`src/rtl/uart_rx_os.sv`:
```
`default_nettype none
// ============================================================================
// Module   : uart_rx_os
// Purpose  : Oversampling UART receiver. Finds the start bit, samples each
//            data bit at its centre, LSB first, and checks the stop bit. Each
//            received word is presented with a one-clock done strobe.
// Revision : 1.0  initial release
// ============================================================================
module uart_rx_os #(
   parameter int DBIT    = 8,    // data bits per frame, 5..8
   parameter int SB_TICK = 16,   // s_tick count spanning the stop bit
   parameter int OS      = 16    // s_tick per bit period, power of 2, >= 8
) (
   input  logic            clk,
   input  logic            reset_n,
   input  logic            s_tick,
   input  logic            rx,
   output logic [DBIT-1:0] dout,
   output logic            rx_done_tick,
   output logic            frame_err,
   output logic            busy
);

   // The tick counter must reach both OS-1 and SB_TICK-1.
   localparam int c_S_MAX = (SB_TICK > OS) ? SB_TICK : OS;
   localparam int c_SW    = (c_S_MAX > 2) ? $clog2(c_S_MAX) : 1;
   localparam int c_NW    = (DBIT > 1) ? $clog2(DBIT) : 1;

   localparam logic [c_SW-1:0] c_S_ONE  = c_SW'(1);
   localparam logic [c_SW-1:0] c_S_MID  = c_SW'(OS / 2 - 1);
   localparam logic [c_SW-1:0] c_S_BIT  = c_SW'(OS - 1);
   localparam logic [c_SW-1:0] c_S_STOP = c_SW'(SB_TICK - 1);
   localparam logic [c_NW-1:0] c_N_ONE  = c_NW'(1);
   localparam logic [c_NW-1:0] c_N_LAST = c_NW'(DBIT - 1);

   typedef enum logic [1:0] {
      IDLE  = 2'd0,
      START = 2'd1,
      DATA  = 2'd2,
      STOP  = 2'd3
   } state_t;

   state_t           r_state;
   logic             r_sync1;
   logic             r_sync2;
   logic [c_SW-1:0]  r_s;
   logic [c_NW-1:0]  r_n;
   logic [DBIT-1:0]  r_shift;
   logic [DBIT-1:0]  r_dout;
   logic             r_done;
   logic             r_ferr;
   logic             r_busy;
   logic             w_rx_s;

   // Synchronised serial line; idle level is high so the flops reset to 1.
   assign w_rx_s = r_sync2;

   // Two-flop synchroniser for the asynchronous rx pad.
   always_ff @(posedge clk or negedge reset_n) begin
      if (!reset_n) begin
         r_sync1 <= 1'b1;
         r_sync2 <= 1'b1;
      end else begin
         r_sync1 <= rx;
         r_sync2 <= r_sync1;
      end
   end

   // Receive state machine with registered outputs; counters only move on s_tick,
   // except the IDLE->START entry which reacts to the first low rx_s.
   always_ff @(posedge clk or negedge reset_n) begin
      if (!reset_n) begin
         r_state <= IDLE;
         r_s     <= '0;
         r_n     <= '0;
         r_shift <= '0;
         r_dout  <= '0;
         r_done  <= 1'b0;
         r_ferr  <= 1'b0;
         r_busy  <= 1'b0;
      end else begin
         r_done <= 1'b0;
         case (r_state)
            IDLE: begin
               if (!w_rx_s) begin
                  r_state <= START;
                  r_s     <= '0;
                  r_busy  <= 1'b1;
               end
            end
            START: begin
               if (s_tick) begin
                  if (r_s == c_S_MID) begin
                     if (!w_rx_s) begin
                        r_state <= DATA;
                        r_s     <= '0;
                        r_n     <= '0;
                     end else begin
                        // Start bit no longer low at mid-bit: treat as a glitch.
                        r_state <= IDLE;
                        r_busy  <= 1'b0;
                     end
                  end else begin
                     r_s <= r_s + c_S_ONE;
                  end
               end
            end
            DATA: begin
               if (s_tick) begin
                  if (r_s == c_S_BIT) begin
                     r_s     <= '0;
                     r_shift <= {w_rx_s, r_shift[DBIT-1:1]};
                     if (r_n == c_N_LAST) begin
                        r_state <= STOP;
                     end else begin
                        r_n <= r_n + c_N_ONE;
                     end
                  end else begin
                     r_s <= r_s + c_S_ONE;
                  end
               end
            end
            STOP: begin
               if (s_tick) begin
                  if (r_s == c_S_STOP) begin
                     // Data is delivered even when the stop bit is bad.
                     r_dout  <= r_shift;
                     r_ferr  <= ~w_rx_s;
                     r_done  <= 1'b1;
                     r_state <= IDLE;
                     r_busy  <= 1'b0;
                  end else begin
                     r_s <= r_s + c_S_ONE;
                  end
               end
            end
            default: begin
               r_state <= IDLE;
               r_busy  <= 1'b0;
            end
         endcase
      end
   end

   assign dout         = r_dout;
   assign rx_done_tick = r_done;
   assign frame_err    = r_ferr;
   assign busy         = r_busy;

endmodule
`default_nettype wire

```
`config.mk`:
```
export PLATFORM = sky130hd
export DESIGN_NAME = uart_rx_os
export DESIGN_NICKNAME = d
export VERILOG_FILES = /design/src/rtl/uart_rx_os.sv
export SDC_FILE = /design/constraint.sdc
export NUM_CORES = 1
export LEC_CHECK = 0
export CORE_UTILIZATION = 45
export DETAILED_ROUTE_END_ITERATION = 12
export GPL_TIMING_DRIVEN = 1
export PLACE_DENSITY = 0.66
export SKIP_CTS_REPAIR_TIMING = 1
export SYNTH_ARGS = -nofsm -noshare
export SYNTH_HDL_FRONTEND = slang
export SYNTH_SLANG_ARGS = --single-unit
```
`constraint.sdc`:
```
create_clock -name clk -period 2.2 [get_ports clk]
set_input_delay 0.44 -clock clk [delete_from_list [all_inputs] [get_ports clk]]
set_output_delay 0.44 -clock clk [all_outputs]
set_load 0.01 [all_outputs]
```
======== After elaboration in Yosys (flattened, before gate mapping) ========
Index checks and enable logic that the tools add are counted.
operators by class
  muxes and demuxes ....................... 35
  add/subtract/negate cells ............... 2
  bitwise operators ....................... 1
  reduce and logical (&&, ||, !) cells .... 9
  equality and inequality tests ........... 18
operators with widths
  kind                                                              number
  4-bit two-way mux                                                 7
  2-bit != test (second input constant)                             12
  2-bit two-way mux                                                 9
  3-bit two-way mux                                                 6
  4-bit case mux with 4 select lines                                1
  7-bit AND reduction                                               2
  1-bit two-way mux                                                 9
  2-bit case mux with 4 select lines                                1
  8-bit AND reduction                                               1
  3-bit case mux with 2 select lines                                1
  3-bit AND reduction                                               2
  4-bit by 1-bit adder with 4-bit output (second input constant)    1
  2-bit == test (second input constant)                             2
  4-bit by 3-bit == test with 1-bit output (second input constant)  1
  4-bit == test (second input constant)                             1
  4-bit AND reduction                                               1
  3-bit by 1-bit adder with 3-bit output (second input constant)    1
  3-bit == test (second input constant)                             1
  1-bit case mux with 3 select lines                                1
  3-bit nonzero test                                                1
  2-bit by 1-bit == test with 1-bit output (second input constant)  1
  2-bit logical NOT                                                 1
  2-bit nonzero test                                                1
  1-bit NOT                                                         1
word-level totals
  input port bits ......................... 4
  output and inout bits ................... 11
  word-level logic and storage cells ...... 75
  register bits after elaboration ......... 30

======== Logic depth before layout (Yosys ltp) ========
  depth in word-level cells ............... 5
  depth in mapped cells ................... 7

======== Least setup slack after synthesis ========
No wires, ideal clock.
  kind .................................... register to register
  start point ............................. reg r_s[0]
  end point ............................... reg r_dout[0] (netlist: dout[0])
  library setup time ...................... 0.125 ns
  period minus slack after synthesis ...... 1.578 ns
  slack ................................... 0.622 ns
  cell stages (with the launch flop) ...... 7
  required time ........................... 2.075 ns
  arrival time ............................ 1.453 ns
  cells stage by stage .................... dfrtp_1 ha_1 buf_4 and4_1 nand3_2 buf_6 mux2_4
on the way
  longest elaborated chain between the ends .. 2
ends and longest elaborated chain
  element                               line  RTL
  start, declared                       46    logic [c_SW-1:0] r_s;
  start signal, assigned                104   r_s <= r_s + c_S_ONE;
  start signal, assigned                119   r_s <= r_s + c_S_ONE;
  start signal, assigned                133   r_s <= r_s + c_S_ONE;
  4-bit == test                         125   if (r_s == c_S_STOP) begin
  3-bit AND reduction (no source line)  -
  end signal, assigned                  127   r_dout <= r_shift;
  end, declared                         49    logic [DBIT-1:0] r_dout;
Every way passes these cells.
A chain may end at the register's enable or synchronous reset.

======== Worst setup path in the final report ========
  start point ............................. reg r_s[0]
  end point ............................... reg r_dout[3] (netlist: dout[3])
The elaborated chain is that of the path after synthesis.

==> flow_summary.toml <==
[run_status]
status = "finished clean"

[critical_path]
worstPathRequired_ps = 2430
cp_max_fo = 10
crit_path_end_kind = "flop"
critPathKind = "flop to flop"
cp.arrival_ps = 2000
cp-start-kind = "flop"

[sta]
skew_ps = 12.9
tightest_slew_ps = 440
finalSetupTns_ps = 0
period_share_pct = 80.6
setup_violations = 0
max_freq_mhz = 564
hold_viol = 0
rsz0062_at_grt = "false"
slew_violations = 0
slew_headroom_pct = 70.5
period_minus_slack_ps = 1770

[hold_path]
hp-class = "flop to flop"

[final_layout]
antennaDiodeCount = 0
layout-drive-gt1-share_pct = 27.7
final_cell_mix = "28 x dfrtp_1, 14 x clkdlybuf4s50_1, 10 x mux2_2"
syn2layout_area_growth_pct = 17.8
nNetsFinal = 136
layout_commonest_cell = "dfrtp_1"
fin_util_pct = 58.0

[route]
routed_wl_um = 2200
via_per_inst = 5.17
dr.first_iter.drc_count = 25
dr.pass1.iters = 4
drtAntennaViolNets = 0
vias = 890
post_drt_wl_per_cell_um = 12.8
drc = 0

[yosys]
seq_area_frac_synth_pct = 53.2
yosys_warnings = 0
synth_compound_area_share_pct = 8.13
syn_nets = 117
synth.avg_cell_area_um2 = 12.9
synth_top_family_by_area = "multiplexers"
synth_edf_count = 0
synth_fa_ha_area_share_pct = 2.65
synthSimpleGateAreaFrac_pct = 13.2
synth_cell_type_count = 34
synth_xor_area_share_pct = 0
synth_area_mm2 = 0.00142
async_reset_ff_share_pct = 100
synth_seq_cells = 30
ys.flop_type = "dfrtp_1"
synthMuxAreaShare_pct = 16.8
synthesis.instances = 110

[global_routing]
grt_pass1_wl_um = 4030
grt_max_degree = 31
grt_overflow_total = 0
gr-usage-all-layers_pct = 16.5
antenna_found_initial = 0
grt_pass1_vias = 875

[floorplanning]
num_rows = 19
dieArea_mm2 = 0.00338
io_pins = 15
initial_core_util_pct = 49.2
coreArea_mm2 = 0.00288
die_y_um = 58.1
dieWidth_um = 58.1

[power]
peakVddDrop_mv = 0.690
power_density_mw_per_mm2 = 912
p_leak_nw = 0.802

[cts]
cts.sinks = 30
clk_latency_ps = 340
ctsHtreeMaxLevel = 2
clk_path_buf_depth = 2
cts_made_buffers = 5
cts-root-buf = "clkbuf_4"
path_clk_slew_ps = 100
cts_tree = "built"

[place]
gp_congestion = 0.781
numPortBuffers = 14
hpwl_um = 1550

[job]
maxCapViolations = 0
-- power breakdown --
part / total, mW / switching (mW) / leakage [nW] / internal [mW]
Clock: 0.461 / 0.189 / 0.0455 / 0.271
Sequential: 0.728 / 0.110 / 0.397 / 0.618
Combinational: 0.332 / 0.173 / 0.359 / 0.159
-- stage by stage --
step	cell area, µm²	setup slack, ps	power [mW]	instances	hold WS (ps)
floorplan	1420	622	1.02	110	144
global placement	1580	174	1.06	164	346
detailed placement	1580	128	1.07	164	352
CTS	1670	403	1.54	172	367
global route	1670	256	1.63	172	370
finish	1670	427	1.52	172	365
-- logic make-up after synthesis --
| logic type | count (synthesis) |
|---|---|
| mux | 19 |
| flops | 30 |
| fa+ha+maj | 3 |
| simple gates | 28 |
| buf+inv | 13 |
| compound gates | 17 |
-- final cells by class --
cell class / count / area [µm²]
fill: 238 / 1210
inverter: 6 / 22.5
clock inverter: 1 / 30.0
multi-input combinational: 67 / 577
clock buffer: 7 / 55.1
tap: 42 / 52.6
sequential: 30 / 753
timing repair buffer: 19 / 178
-- cells in the mapped netlist, types with 3 or more instances --
library cell / number / area [µm²]
dfrtp_1: 28 / 701
mux2_2: 10 / 113
mux2_4: 7 / 105
nand3_1: 7 / 35.0
inv_1: 6 / 22.5
nor2_1: 5 / 18.8
a22o_1: 4 / 35.0
buf_4: 4 / 30.0
o21ai_0: 4 / 20.0
buf_6: 3 / 33.8
ha_1: 3 / 37.5
nand2_1: 3 / 11.3
-- worst max-delay path: stages (launching register included) --
cell     delay (ps)
dfrtp_1         390
ha_1            350
and4_1          280
nand3_2         270
mux2_4          390
-- flip-flops by register name, indices dropped and copies added, names as in the netlist, named ones only --
signal,count
busy,1
r_state,1
frame_err,1
r_sync1,1
dout,8
rx_done_tick,1
r_sync2,1
r_s,4
r_n,3
r_shift,8
-- per-layer routing --
layer  global-route usage (%)  wire, µm
met4                     7.14        44
met5                        0         0
met1                     21.7      1100
met3                     7.37       111
met2                     23.5       944
-- worst paths after layout --
check | from | to | slack [ps] | cells past startpoint
worst min register to register | r_sync1 | r_sync2 | 360 | 0
max in group asynchronous | reset_n | r_sync2 | 1420 | 2
worst max register to register | r_s[0] | dout[3] | 430 | 4
worst max-delay path | r_s[0] | dout[3] | 430 | 4
min in group asynchronous | reset_n | dout[1] | 480 | 2
worst min-delay path | r_sync1 | r_sync2 | 360 | 0
(Power assumes the default switching activity.)
